File: src/rtl/round_scorer.sv
// round_scorer: judges wall rounds from the pixel collision stream and tracks score, lives, rounds and flash
module round_scorer #(
    parameter int SCREEN_WIDTH        = 1280,
    parameter int SCREEN_HEIGHT       = 720,
    parameter int GOAL_DEPTH          = 60,
    parameter int GOAL_DEPTH_DELTA    = 10,
    parameter int COLLISION_THRESHOLD = 64,
    parameter int MAX_LIVES           = 3,
    parameter int POINTS_PER_ROUND    = 10,
    parameter int FLASH_FRAMES        = 30
) (
    input  logic        clk_in,
    input  logic        rst_n_in,
    input  logic [10:0] hcount_in,
    input  logic [9:0]  vcount_in,
    input  logic        data_valid_in,
    input  logic        is_wall_in,
    input  logic        is_person_in,
    input  logic        is_collision_in,
    input  logic [7:0]  wall_depth_in,
    input  logic        start_in,
    output logic [1:0]  state_out,
    output logic [15:0] score_out,
    output logic [2:0]  lives_out,
    output logic [7:0]  round_out,
    output logic [19:0] frame_collisions_out,
    output logic        round_result_valid_out,
    output logic        round_pass_out,
    output logic        flash_active_out
);
    localparam int FW = $clog2(FLASH_FRAMES + 1);
    localparam logic [7:0] DEPTH_LO = 8'(GOAL_DEPTH - GOAL_DEPTH_DELTA);
    localparam logic [7:0] DEPTH_HI = 8'(GOAL_DEPTH + GOAL_DEPTH_DELTA);

    typedef enum logic [1:0] {IDLE, PLAYING, RESULT, GAME_OVER} state_t;

    state_t      state_q, state_d;
    logic [15:0] score_q, score_d;
    logic [2:0]  lives_q, lives_d;
    logic [7:0]  round_q, round_d;
    logic [19:0] frame_collisions_q, frame_collisions_d;
    logic        valid_q, valid_d;
    logic        pass_q, pass_d;
    logic [19:0] acc_q, acc_d;
    logic        hit_q, hit_d;
    logic [7:0]  prev_depth_q, prev_depth_d;
    logic [FW-1:0] flash_q, flash_d;

    logic        fe, in_window, inc, frame_hit, start_ok;
    logic [19:0] count;
    logic [16:0] score_sum;
    logic        unused_ok;

    assign unused_ok = is_wall_in ^ is_person_in;

    always_comb begin
        fe        = data_valid_in && hcount_in == 11'(SCREEN_WIDTH - 1) && vcount_in == 10'(SCREEN_HEIGHT - 1);
        in_window = wall_depth_in >= DEPTH_LO && wall_depth_in <= DEPTH_HI;
        inc       = state_q == PLAYING && data_valid_in && is_collision_in && in_window && acc_q != '1;
        count     = acc_q + {19'd0, inc};
        frame_hit = count >= 20'(COLLISION_THRESHOLD);
        start_ok  = start_in && (state_q == IDLE || state_q == GAME_OVER);
        score_sum = {1'b0, score_q} + 17'(POINTS_PER_ROUND);
        state_d            = state_q;
        score_d            = score_q;
        lives_d            = lives_q;
        round_d            = round_q;
        frame_collisions_d = frame_collisions_q;
        valid_d            = 1'b0;
        pass_d             = pass_q;
        acc_d              = fe ? '0 : count;
        hit_d              = hit_q;
        prev_depth_d       = prev_depth_q;
        flash_d            = flash_q;
        if (fe) begin
            frame_collisions_d = count;
            prev_depth_d       = wall_depth_in;
            flash_d            = flash_q != '0 ? flash_q - 1'b1 : flash_q;
            if (state_q == PLAYING) begin
                hit_d   = hit_q | frame_hit;
                state_d = wall_depth_in < prev_depth_q ? RESULT : PLAYING;
            end
        end
        if (state_q == RESULT) begin
            valid_d = 1'b1;
            pass_d  = !hit_q;
            round_d = round_q + 8'd1;
            hit_d   = 1'b0;
            score_d = !hit_q ? (score_sum[16] ? 16'hFFFF : score_sum[15:0]) : score_q;
            lives_d = hit_q && lives_q != '0 ? lives_q - 3'd1 : lives_q;
            flash_d = hit_q ? FW'(FLASH_FRAMES) : flash_d;
            state_d = lives_d == '0 ? GAME_OVER : PLAYING;
        end
        if (start_ok) begin
            state_d            = PLAYING;
            score_d            = '0;
            lives_d            = 3'(MAX_LIVES);
            round_d            = '0;
            frame_collisions_d = frame_collisions_q;
            hit_d              = 1'b0;
            acc_d              = '0;
            prev_depth_d       = '0;
            flash_d            = '0;
        end
    end

    always_ff @(posedge clk_in or negedge rst_n_in) begin
        if (!rst_n_in) begin
            state_q            <= IDLE;
            score_q            <= '0;
            lives_q            <= '0;
            round_q            <= '0;
            frame_collisions_q <= '0;
            valid_q            <= 1'b0;
            pass_q             <= 1'b0;
            acc_q              <= '0;
            hit_q              <= 1'b0;
            prev_depth_q       <= '0;
            flash_q            <= '0;
        end else begin
            state_q            <= state_d;
            score_q            <= score_d;
            lives_q            <= lives_d;
            round_q            <= round_d;
            frame_collisions_q <= frame_collisions_d;
            valid_q            <= valid_d;
            pass_q             <= pass_d;
            acc_q              <= acc_d;
            hit_q              <= hit_d;
            prev_depth_q       <= prev_depth_d;
            flash_q            <= flash_d;
        end
    end

    assign state_out              = state_q;
    assign score_out              = score_q;
    assign lives_out              = lives_q;
    assign round_out              = round_q;
    assign frame_collisions_out   = frame_collisions_q;
    assign round_result_valid_out = valid_q;
    assign round_pass_out         = pass_q;
    assign flash_active_out       = flash_q != '0;
endmodule

File: config.mk
export PLATFORM = sky130hd
export DESIGN_NAME = round_scorer
export DESIGN_NICKNAME = d
export VERILOG_FILES = /design/src/rtl/round_scorer.sv
export SDC_FILE = /design/constraint.sdc
export NUM_CORES = 1
export LEC_CHECK = 0
export CORE_ASPECT_RATIO = 1.5
export CORE_MARGIN = 2
export CORE_UTILIZATION = 55
export CTS_CLUSTER_DIAMETER = 200
export CTS_CLUSTER_SIZE = 30
export DETAILED_ROUTE_END_ITERATION = 12
export PLACE_DENSITY = 0.95
export SLEW_MARGIN = 20
export SYNTH_ARGS = -nofsm -noshare
export SYNTH_HDL_FRONTEND = slang
export SYNTH_SLANG_ARGS = --single-unit
File: constraint.sdc
create_clock -name clk_in -period 8.1 [get_ports clk_in]
set_clock_uncertainty 0.15 [all_clocks]
set_input_delay 0.81 -clock clk_in [delete_from_list [all_inputs] [get_ports clk_in]]
set_output_delay 0.81 -clock clk_in [all_outputs]
set_load 0.02 [all_outputs]
==> impl_metrics.toml, run 1 <==
[pwr]
comb_power_share_pct = 4.5
p_total_uw = 951
powerDensity_nw_per_um2 = 171
power_frac_clock_pct = 49.5
p_seq_share_pct = 46.0
p_sw_share_pct = 20.7
netSwitchingPower_uw = 196
internal-power_uw = 754
vdd_ir_drop_max_mv = 0.109
leakage_nw = 2.31

[synth]
ys_types = 46
synth-seq-cells = 85
avgSynthCellArea_sq_um = 9.36
synthTopCellsByArea = "dfrtp_1, nand2_1, ha_1"
synthFlopType = "dfrtp_1"
synth_nets = 511
synth.most_common_cell = "dfrtp_1"
synthesis.instances = 458
yosys_warnings = 0
synth_top_cell_area_share_pct = 49.6
synthArstFlopShare_pct = 100
synth_edf_count = 0
synth.yosys.seq_area_share_pct = 49.6
synth_area_sq_um = 4290
yosys.area.top_type = "dfrtp_1"
synth_commonest_cells = "dfrtp_1, nand2_1, nor2_1"

[setup_path]
crit_slowest_cell = "clkdlybuf4s50_1"
arrival_ns = 3.94
crit_chain = "clkdlybuf4s50_1, nor3_1, nor3_1, a31oi_1, a311oi_1, ha_1, ha_1, nand4_1, or4_4, mux2i_1, and3_1, nand4_1, o31a_1"
required_ns = 8.18
r2r_start = "acc_q[13]"
crit_type = "input pin to register"
worst-path-max-fanout = 6
worstSetupEndpointType = "register"
startpoint_type = "input pin"
critPathMaxStageDelay_ns = 0.53
startpoint = "wall_depth_in[3]"

[routing]
first_pass_iters = 5
viasPerCell = 5.88
drcViolationCount = 0
final_antenna_net_count = 0
vias = 3800
drt-initial-drc-count = 343
wl_mm = 10.5
wl_per_cell_um = 16.3

[sta]
fmax_ghz = 0.259
tightest_slew_ns = 1.01
final_max_slew_viol_count = 0
fin_hold_ws_ns = 0.327
setup_slack_ns = 4.24
hold_violations = 0
setup_violations = 0
finalCritPeriodShare_pct = 47.7
rsz0062_at_grt = "no"
setup_tns_ns = 0
slew_headroom_pct = 32.6
fin_crit_ns = 3.86

[clocking]
worstSkewPairLatency_ns = 0.34
clock-root-buffer = "clkbuf_16"
cts_buffer_depth = 2
cts_tree = "yes"
numCtsBuffers = 9
hold_buffers = 0
htree_num_levels = 3
cts.clk_slew.worst_paths_ns = 0.06
post_cts_buffers = 0
cts_resized = 0
cts.sinks = 85

[final_layout]
drive_gt1_share_pct = 4.78
fill_cells = 517
area_growth_pct = 29.6
layout.nets = 592
diodes = 0
postLayoutCellArea_sq_um = 5560

[hold_path]
hold_class = "register to register"
hp-start = "frame_collisions_out[4]"

[global_routing]
overflow = 0
grt_max_degree = 86
grt_usage_pct = 25.6
grt_pass1_wl_mm = 17.5
antenna_found_initial = 0
grt_pass1_vias = 3848

[die]
row_count = 39
dieArea_sq_um = 8530
die_h_um = 112
fp.coreArea_sq_um = 7610
die_w_um = 76.1
ios = 88
initial_utilization_pct = 56.3

[placement]
dpl.hpwl_mm = 7.15
gp_congestion = 0.881
port_buffers = 85
dpl-instance-area_sq_um = 5210
dpl_worst_slack_ns = 3.91

[run_status]
outcome = "complete, no violations"

[job]
max-cap-violations = 0
-- layout make-up --
class	instances	area (sq um)	area share (%)
Inverter	17	63.8	1.15
Clock inverter	6	111	2.00
Sequential cell	85	2130	38.3
Multi-Input combinational cell	339	2030	36.6
Clock buffer	10	229	4.12
Timing Repair Buffer	87	867	15.6
Tap cell	102	128	2.30
-- sequential cells by signal (all words and copies together) (netlist names), 2 cells and up --
register / cells
acc_q: 20
frame_collisions_out: 20
score_out: 16
prev_depth_q: 8
round_out: 8
flash_q: 5
lives_out: 3
state_out: 2
-- worst paths after layout --
| kind | endpoint | slack (ns) | depth (start not counted) |
|---|---|---|---|
| worst max-delay path | hit_q | 4.24 | 13 |
| worst min-delay path | frame_collisions_out[4] | 0.33 | 2 |
| worst max register to register | hit_q | 4.38 | 12 |
| worst min register to register | frame_collisions_out[4] | 0.33 | 2 |
| max in group asynchronous | round_out[2] | 6.95 | 1 |
| min in group asynchronous | frame_collisions_out[11] | 0.37 | 1 |
-- power by group through the flow --
stage	Sequential [mW]	Clock (mW)	Combinational (mW)
after floorplan	0.443	0	0.0120
after global placement	0.444	0	0.0406
after detailed placement	0.445	0	0.0421
after CTS	0.437	0.473	0.0431
after global routing	0.437	0.490	0.0479
final	0.437	0.471	0.0425
-- through the flow --
| step | cells | util [%] |
|---|---|---|
| after CTS | 646 | 73.0 |
| after global routing | 646 | 73.0 |
| final | 646 | 73.0 |
| after detailed placement | 630 | 68.5 |
| after global placement | 630 | 68.5 |
| after floorplan | 458 | - |
-- logic make-up after synthesis --
| logic type | share of synthesized area [%] |
|---|---|
| buffers and inverters | 3.01 |
| and+or+nand+nor | 22.1 |
| adders and majority gates | 4.96 |
| xor gates and xnor gates | 5.72 |
| muxes | 2.19 |
| DFF | 49.6 |
| AOI/OAI and AO/OA | 12.4 |
-- worst max-delay path: cells and delay by family --
family / cells / cell delay [ns]
AOI/OAI and AO/OA: 3 / 0.63
buffers and inverters: 1 / 0.53
adders and majority gates: 2 / 0.65
and+or+nand+nor: 6 / 1.13
muxes: 1 / 0.19
-- cell usage in the layout, fill, tap and decap left out, drive strengths merged, types with 4 or more instances in the layout --
cell / netlist / layout
nand2: 69 / 69
a211oi: 5 / 5
clkdlybuf4s50: 0 / 84
mux2i: 6 / 6
xor2: 12 / 12
a21oi: 24 / 24
a31oi: 6 / 6
dfrtp: 85 / 85
xnor2: 16 / 16
inv: 17 / 17
clkbuf: 16 / 10
nor2: 47 / 47
nor4: 5 / 5
nor3: 15 / 15
nand2b: 4 / 4
and3: 11 / 11
a21o: 4 / 4
or3: 4 / 4
nand3: 18 / 18
ha: 17 / 17
o21ai: 29 / 29
nand4: 12 / 12
-- routing by layer --
metal / track usage [%] / up-vias / routed length, um
met1: 29.2 / 1830 / 3920
met4: 13.7 / 0 / 287
li1: - / 1772 / -
met5: 0 / - / 0
met3: 3.46 / 28 / 586
met2: 46.7 / 170 / 5750
No activity file was read; power rests on OpenSTA's default activity.
==> run 2, diff against run 1 <==
--- a/config.mk
+++ b/config.mk
@@ -7,11 +7,11 @@
 export LEC_CHECK = 0
 export CORE_ASPECT_RATIO = 1.5
 export CORE_MARGIN = 2
-export CORE_UTILIZATION = 55
+export CORE_UTILIZATION = 47
 export CTS_CLUSTER_DIAMETER = 200
 export CTS_CLUSTER_SIZE = 30
 export DETAILED_ROUTE_END_ITERATION = 12
-export PLACE_DENSITY = 0.95
+export PLACE_DENSITY = 0.87
 export SLEW_MARGIN = 20
 export SYNTH_ARGS = -nofsm -noshare
 export SYNTH_HDL_FRONTEND = slang
==> constraint.sdc (replaced) <==
create_clock -name clk_in -period 3.2 [get_ports clk_in]
set_clock_uncertainty 0.15 [all_clocks]
set_input_delay 0.32 -clock clk_in [delete_from_list [all_inputs] [get_ports clk_in]]
set_output_delay 0.32 -clock clk_in [all_outputs]
set_load 0.02 [all_outputs]
==> run 2 against run 1 <==
Combinational power grew to 2.9 times the previous value. Worst hold slack hardly changed. Largest cell class unchanged. Register-to-register slack worse by 4.3 ns.
==> impl_metrics.toml, run 2 (synthesis results as in run 1) <==
[setup_path]
startpoint = "acc_q[14]"
r2r_start = "acc_q[14]"
crit_type = "register to register"
startpoint_type = "register"
arrival_ns = 3.18
critPathMaxStageDelay_ns = 0.39
path_delay_family = "simple AND/OR/NAND/NOR gates"
crit_slowest_cell = "dfrtp_1"
required_ns = 3.27
crit_chain = "and4_4, and3_4, and3_4, a311oi_2, ha_2, ha_4, buf_4, nand2_1, nor2_1, mux2i_1, a22o_1, nand3_1, o31a_1"
cpMostUsedCell = "and3_4"
worst-path-max-fanout = 4
worstSetupEndpointType = "register"
crit_buf_inv = 1

[die]
fp.coreArea_sq_um = 8830
dieArea_sq_um = 9920
row_count = 42
die_w_um = 82.0
die_h_um = 121
ios = 88
initial_utilization_pct = 48.6

[placement]
dpl-instance-area_sq_um = 5450
dpl.hpwl_mm = 8.06
gp_congestion = 0.911
port_buffers = 85

[routing]
drt-initial-drc-count = 254
wl_mm = 11.3
vias = 3894
drcViolationCount = 0
viasPerCell = 5.71
wl_per_cell_um = 16.6
final_antenna_net_count = 0
first_pass_iters = 4

[global_routing]
grt_pass1_vias = 3922
antenna_found_initial = 0
overflow = 0
grt_pass1_wl_mm = 18.1
grt_max_degree = 86
grt_usage_pct = 23.8

[hold_path]
hp-start = "frame_collisions_out[10]"
hold_class = "register to register"

[pwr]
p_sw_share_pct = 21.8
netSwitchingPower_uw = 489
comb_power_share_pct = 5.4
p_seq_share_pct = 49.4
leakage_nw = 2.42
power_frac_clock_pct = 45.1
internal-power_mw = 1.76
vdd_ir_drop_max_mv = 0.281
powerDensity_nw_per_um2 = 388

[clocking]
cts_buffer_depth = 2
worstSkewPairLatency_ns = 0.34
htree_num_levels = 3
numCtsBuffers = 9
cts.clk_slew.worst_paths_ns = 0.06
cts_tree = "yes"
clock-root-buffer = "clkbuf_16"
cts.sinks = 85

[final_layout]
final_cell_mix = "dfrtp_1, clkdlybuf4s50_1, nand2_1"
final_common_cell = "dfrtp_1"
layout.nets = 621
diodes = 0
drive_gt1_share_pct = 10.7
area_growth_pct = 34.8
postLayoutCellArea_sq_um = 5780

[sta]
hold_violations = 0
fin_hold_ws_ns = 0.326
fin_crit_ns = 3.11
slew_headroom_pct = 50.3
finalCritPeriodShare_pct = 97.0
setup_violations = 0
tightest_slew_ns = 0.745
final_max_slew_viol_count = 0
fmax_ghz = 0.322
rsz0062_at_grt = "no"

[run_status]
outcome = "complete, no violations"

[job]
max-cap-violations = 0
==> run 2: cell count changes in the layout (fill, tap and decap cells not counted), sizes merged <==
cell         change
clkinvlp         +1
clkbuf           +1
buf             +28
clkinv           -1
dlygate4sd3      +1
bufinv           -2
==> run 2: repair_timing <==
action | CTS | global route
gates resized for setup | 1 | 3
pin swaps | 1 | 3
setup endpoints to repair | 1 | 4
buffers inserted | 1 | 1
endpoints found under the hold margin | 0 | 85
hold buffers | 0 | 1
cloned | 0 | 0
==> run 2: area by class of cell <==
cell class / instances / area [sq um]
Timing Repair Buffer: 116 / 1090
Inverter: 17 / 63.8
Fill cell: 686 / 3050
Clock buffer: 11 / 233
Clock inverter: 4 / 50.0
Sequential cell: 85 / 2130
Multi-Input combinational cell: 339 / 2080
Tap cell: 110 / 138
==> run 2: power by group through the flow <==
| stage | Sequential, mW | Clock [mW] | Combinational, mW |
|---|---|---|---|
| 2_1_floorplan | 1.12 | 0 | 0.0331 |
| 3_3_place_gp | 1.13 | 0 | 0.118 |
| 3_5_place_dp | 1.13 | 0 | 0.121 |
| 4_1_cts | 1.11 | 1.03 | 0.122 |
| 5_1_grt | 1.11 | 1.06 | 0.136 |
| 6_report | 1.11 | 1.01 | 0.122 |
==> run 2: path summary, 6_finish.rpt <==
path / endpoint / slack, ns / cells past startpoint
setup / recovery: hit_q / 0.09 / 13
max in group asynchronous: score_out[6] / 1.94 / 2
min in group asynchronous: frame_collisions_out[12] / 0.46 / 2
hold reg to reg: frame_collisions_out[10] / 0.33 / 2
setup reg to reg: hit_q / 0.09 / 13
hold / removal: frame_collisions_out[10] / 0.33 / 2
==> run 2: worst register-to-register path: stages, from the launching register on <==
cell and delay (ns):
dfrtp_1 0.39, and4_4 0.21, and3_4 0.19, and3_4 0.19, a311oi_2 0.21, ha_2 0.24, ha_4 0.15, buf_4 0.13
nand2_1 0.06, nor2_1 0.19, mux2i_1 0.30, a22o_1 0.19, nand3_1 0.09, o31a_1 0.32
==> run 2: metal layers <==
layer / part of all wire (%) / vias to the layer above / GRT usage (%) / wire length, um
li1: - / 1829 / - / -
met5: 0 / - / 0 / 0
met1: 37 / 1882 / 27.3 / 4160
met2: 55 / 152 / 41.6 / 6260
met4: 3.0 / 0 / 11.1 / 342
met3: 5.0 / 31 / 4.39 / 564
==> run 2: metrics by stage <==
step           TNS, ns  power, mW  setup slack, ns  std cells  utilization (%)
6_report             0       2.25           0.0944        682             65.5
3_3_place_gp   -0.0293       1.25          -0.0293        664             61.7
5_1_grt              0       2.31          0.00602        682             65.5
3_5_place_dp    -0.117       1.25           -0.117        664             61.7
2_1_floorplan        0       1.16           0.0312        458                -
4_1_cts              0       2.26          0.00430        680             65.1
==> run 3, diff against run 2 <==
--- a/config.mk
+++ b/config.mk
@@ -11,8 +11,8 @@
 export CTS_CLUSTER_DIAMETER = 200
 export CTS_CLUSTER_SIZE = 30
 export DETAILED_ROUTE_END_ITERATION = 12
+export GPL_ROUTABILITY_DRIVEN = 1
 export PLACE_DENSITY = 0.87
-export SLEW_MARGIN = 20
 export SYNTH_ARGS = -nofsm -noshare
 export SYNTH_HDL_FRONTEND = slang
 export SYNTH_SLANG_ARGS = --single-unit
==> run 3 against run 2 <==
Combinational power hardly changed. Via count grew 0.54%. Sequential share of layout area grew 0.088 points. Fmax grew 0.68%. Non-clock buffer count decreased by 1. Worst hold slack got worse by 0.30 ns.
==> impl_metrics.toml, run 3 (synthesis results as in run 1) <==
[run_status]
outcome = "complete, no violations"

[global_routing]
antenna_found_initial = 0
grt_pass1_vias = 3922
overflow = 0
grt_max_degree = 86
grt_usage_pct = 23.8
grt_pass1_wl_mm = 18.1

[clocking]
htree_num_levels = 3
cts.clk_slew.worst_paths_ns = 0.06
clock-root-buffer = "clkbuf_16"
cts_buffer_depth = 2
cts.sinks = 85
numCtsBuffers = 9
worstSkewPairLatency_ns = 0.33
hold_buffers = 0
cts_tree = "yes"

[setup_path]
rr_worst_depth = 13
worstSetupEndpointType = "register"
crit_chain = "and4_4, and3_4, and3_4, a311oi_2, ha_2, ha_4, buf_4, nand2_1, nor2_1, mux2i_1, a22o_1, nand3_1, o31a_1"
startpoint_type = "register"
critPathMaxStageDelay_ns = 0.39
worst-path-max-fanout = 4
arrival_ns = 3.15
crit_slowest_cell = "dfrtp_1"
reg2reg_to = "hit_q"
cpMostUsedCell = "and3_4"
crit_type = "register to register"
rrSetupSlack_ns = 0.12
r2r_start = "acc_q[14]"
required_ns = 3.27

[die]
row_count = 42
dieArea_sq_um = 9920
die_h_um = 121
ios = 88
initial_utilization_pct = 48.6
fp.coreArea_sq_um = 8830
die_w_um = 82.0

[pwr]
vdd_ir_drop_max_mv = 0.280
comb_power_share_pct = 5.4
leakage_nw = 2.41
p_sw_share_pct = 21.8
p_total_mw = 2.25
netSwitchingPower_uw = 491
power_frac_clock_pct = 45.2
powerDensity_nw_per_um2 = 389
internal-power_mw = 1.76
p_seq_share_pct = 49.4

[routing]
vias = 3915
first_pass_iters = 6
drcViolationCount = 0
viasPerCell = 5.75
wl_mm = 11.3
drt-initial-drc-count = 231
final_antenna_net_count = 0
wl_per_cell_um = 16.6

[final_layout]
stdcell_count = 681
final_cell_mix = "dfrtp_1, clkdlybuf4s50_1, nand2_1"
area_growth_pct = 34.5
diodes = 0
fill_cells = 688
seq_area_sq_um = 2130
layout.nets = 620
multi_input_area_sq_um = 2080
final_common_cell = "dfrtp_1"
postLayoutCellArea_sq_um = 5770
drive_gt1_share_pct = 10.7

[placement]
dpl.hpwl_mm = 8.06
gp_congestion = 0.911
dpl_worst_slack_ns = -0.117
place_inst = 664
port_buffers = 85
dpl-instance-area_sq_um = 5450

[sta]
fin_crit_ns = 3.08
tightest_slew_ns = 1.04
rsz0062_at_grt = "no"
final_max_slew_viol_count = 0
fmax_ghz = 0.324
setup_slack_ns = 0.115
setup_violations = 0
hold_violations = 0
finalCritPeriodShare_pct = 96.4
slew_headroom_pct = 30.5

[job]
max-cap-violations = 0

[hold_path]
hold_class = "input pin to async pin"
-- run 3: final cells by class --
cell class	instances	area share, %
multi-input cells	339	36.1
clock buffers	11	4.04
clock inverters	4	0.868
well taps	110	2.39
inverters	17	1.11
flip-flops and latches	85	36.9
repair buffers	115	18.6
-- run 3: how the worst max path moves through the flow --
stage                           from     to  slack, ns
finish                     acc_q[14]  hit_q       0.12
detailed placement  wall_depth_in[3]  hit_q      -0.12
CTS                        acc_q[14]  hit_q      0.004
global placement    wall_depth_in[3]  hit_q      -0.03
floorplan                  acc_q[11]  hit_q       0.03
global route               acc_q[14]  hit_q      0.006
-- run 3: routing by layer --
metal,part of all wire (%),track usage (%),wire length (um),up-vias
met5,0,0,0,-
met4,2.9,11.1,323,0
met3,5.0,4.39,563,32
met2,56,41.6,6310,148
met1,36,27.3,4130,1908
li1,-,-,-,1827
-- run 3: metrics by stage --
stage	setup TNS (ns)	util (%)	hold WS (ns)
2_1_floorplan	0	-	-0.126
3_3_place_gp	-0.0293	61.7	0.312
3_5_place_dp	-0.117	61.7	0.320
4_1_cts	0	65.1	0.0611
5_1_grt	0	65.3	0.132
6_report	0	65.3	0.0217
-- run 3: repair_timing --
item	in CTS	in global routing
gates resized for setup	1	3
endpoints found under the setup margin	1	4
pin swaps	1	3
cloned	0	0
setup buffers	1	1
-- run 3: power by group through the flow --
stage | Sequential [mW] | Clock (mW) | Combinational [mW]
6_report | 1.11 | 1.02 | 0.121
5_1_grt | 1.11 | 1.06 | 0.134
4_1_cts | 1.11 | 1.03 | 0.122
3_5_place_dp | 1.13 | 0 | 0.121
3_3_place_gp | 1.13 | 0 | 0.118
2_1_floorplan | 1.12 | 0 | 0.0331
-- run 3: worst max-delay path, delay by kind of cell, from the launching register on --
kind | cells | cell delay, ns
multiplexers | 1 | 0.28
buffers and inverters | 1 | 0.13
adder cells (fa/ha/maj) | 2 | 0.39
AO/OA/AOI/OAI | 3 | 0.71
flip-flops | 1 | 0.39
AND/OR/NAND/NOR | 6 | 0.93
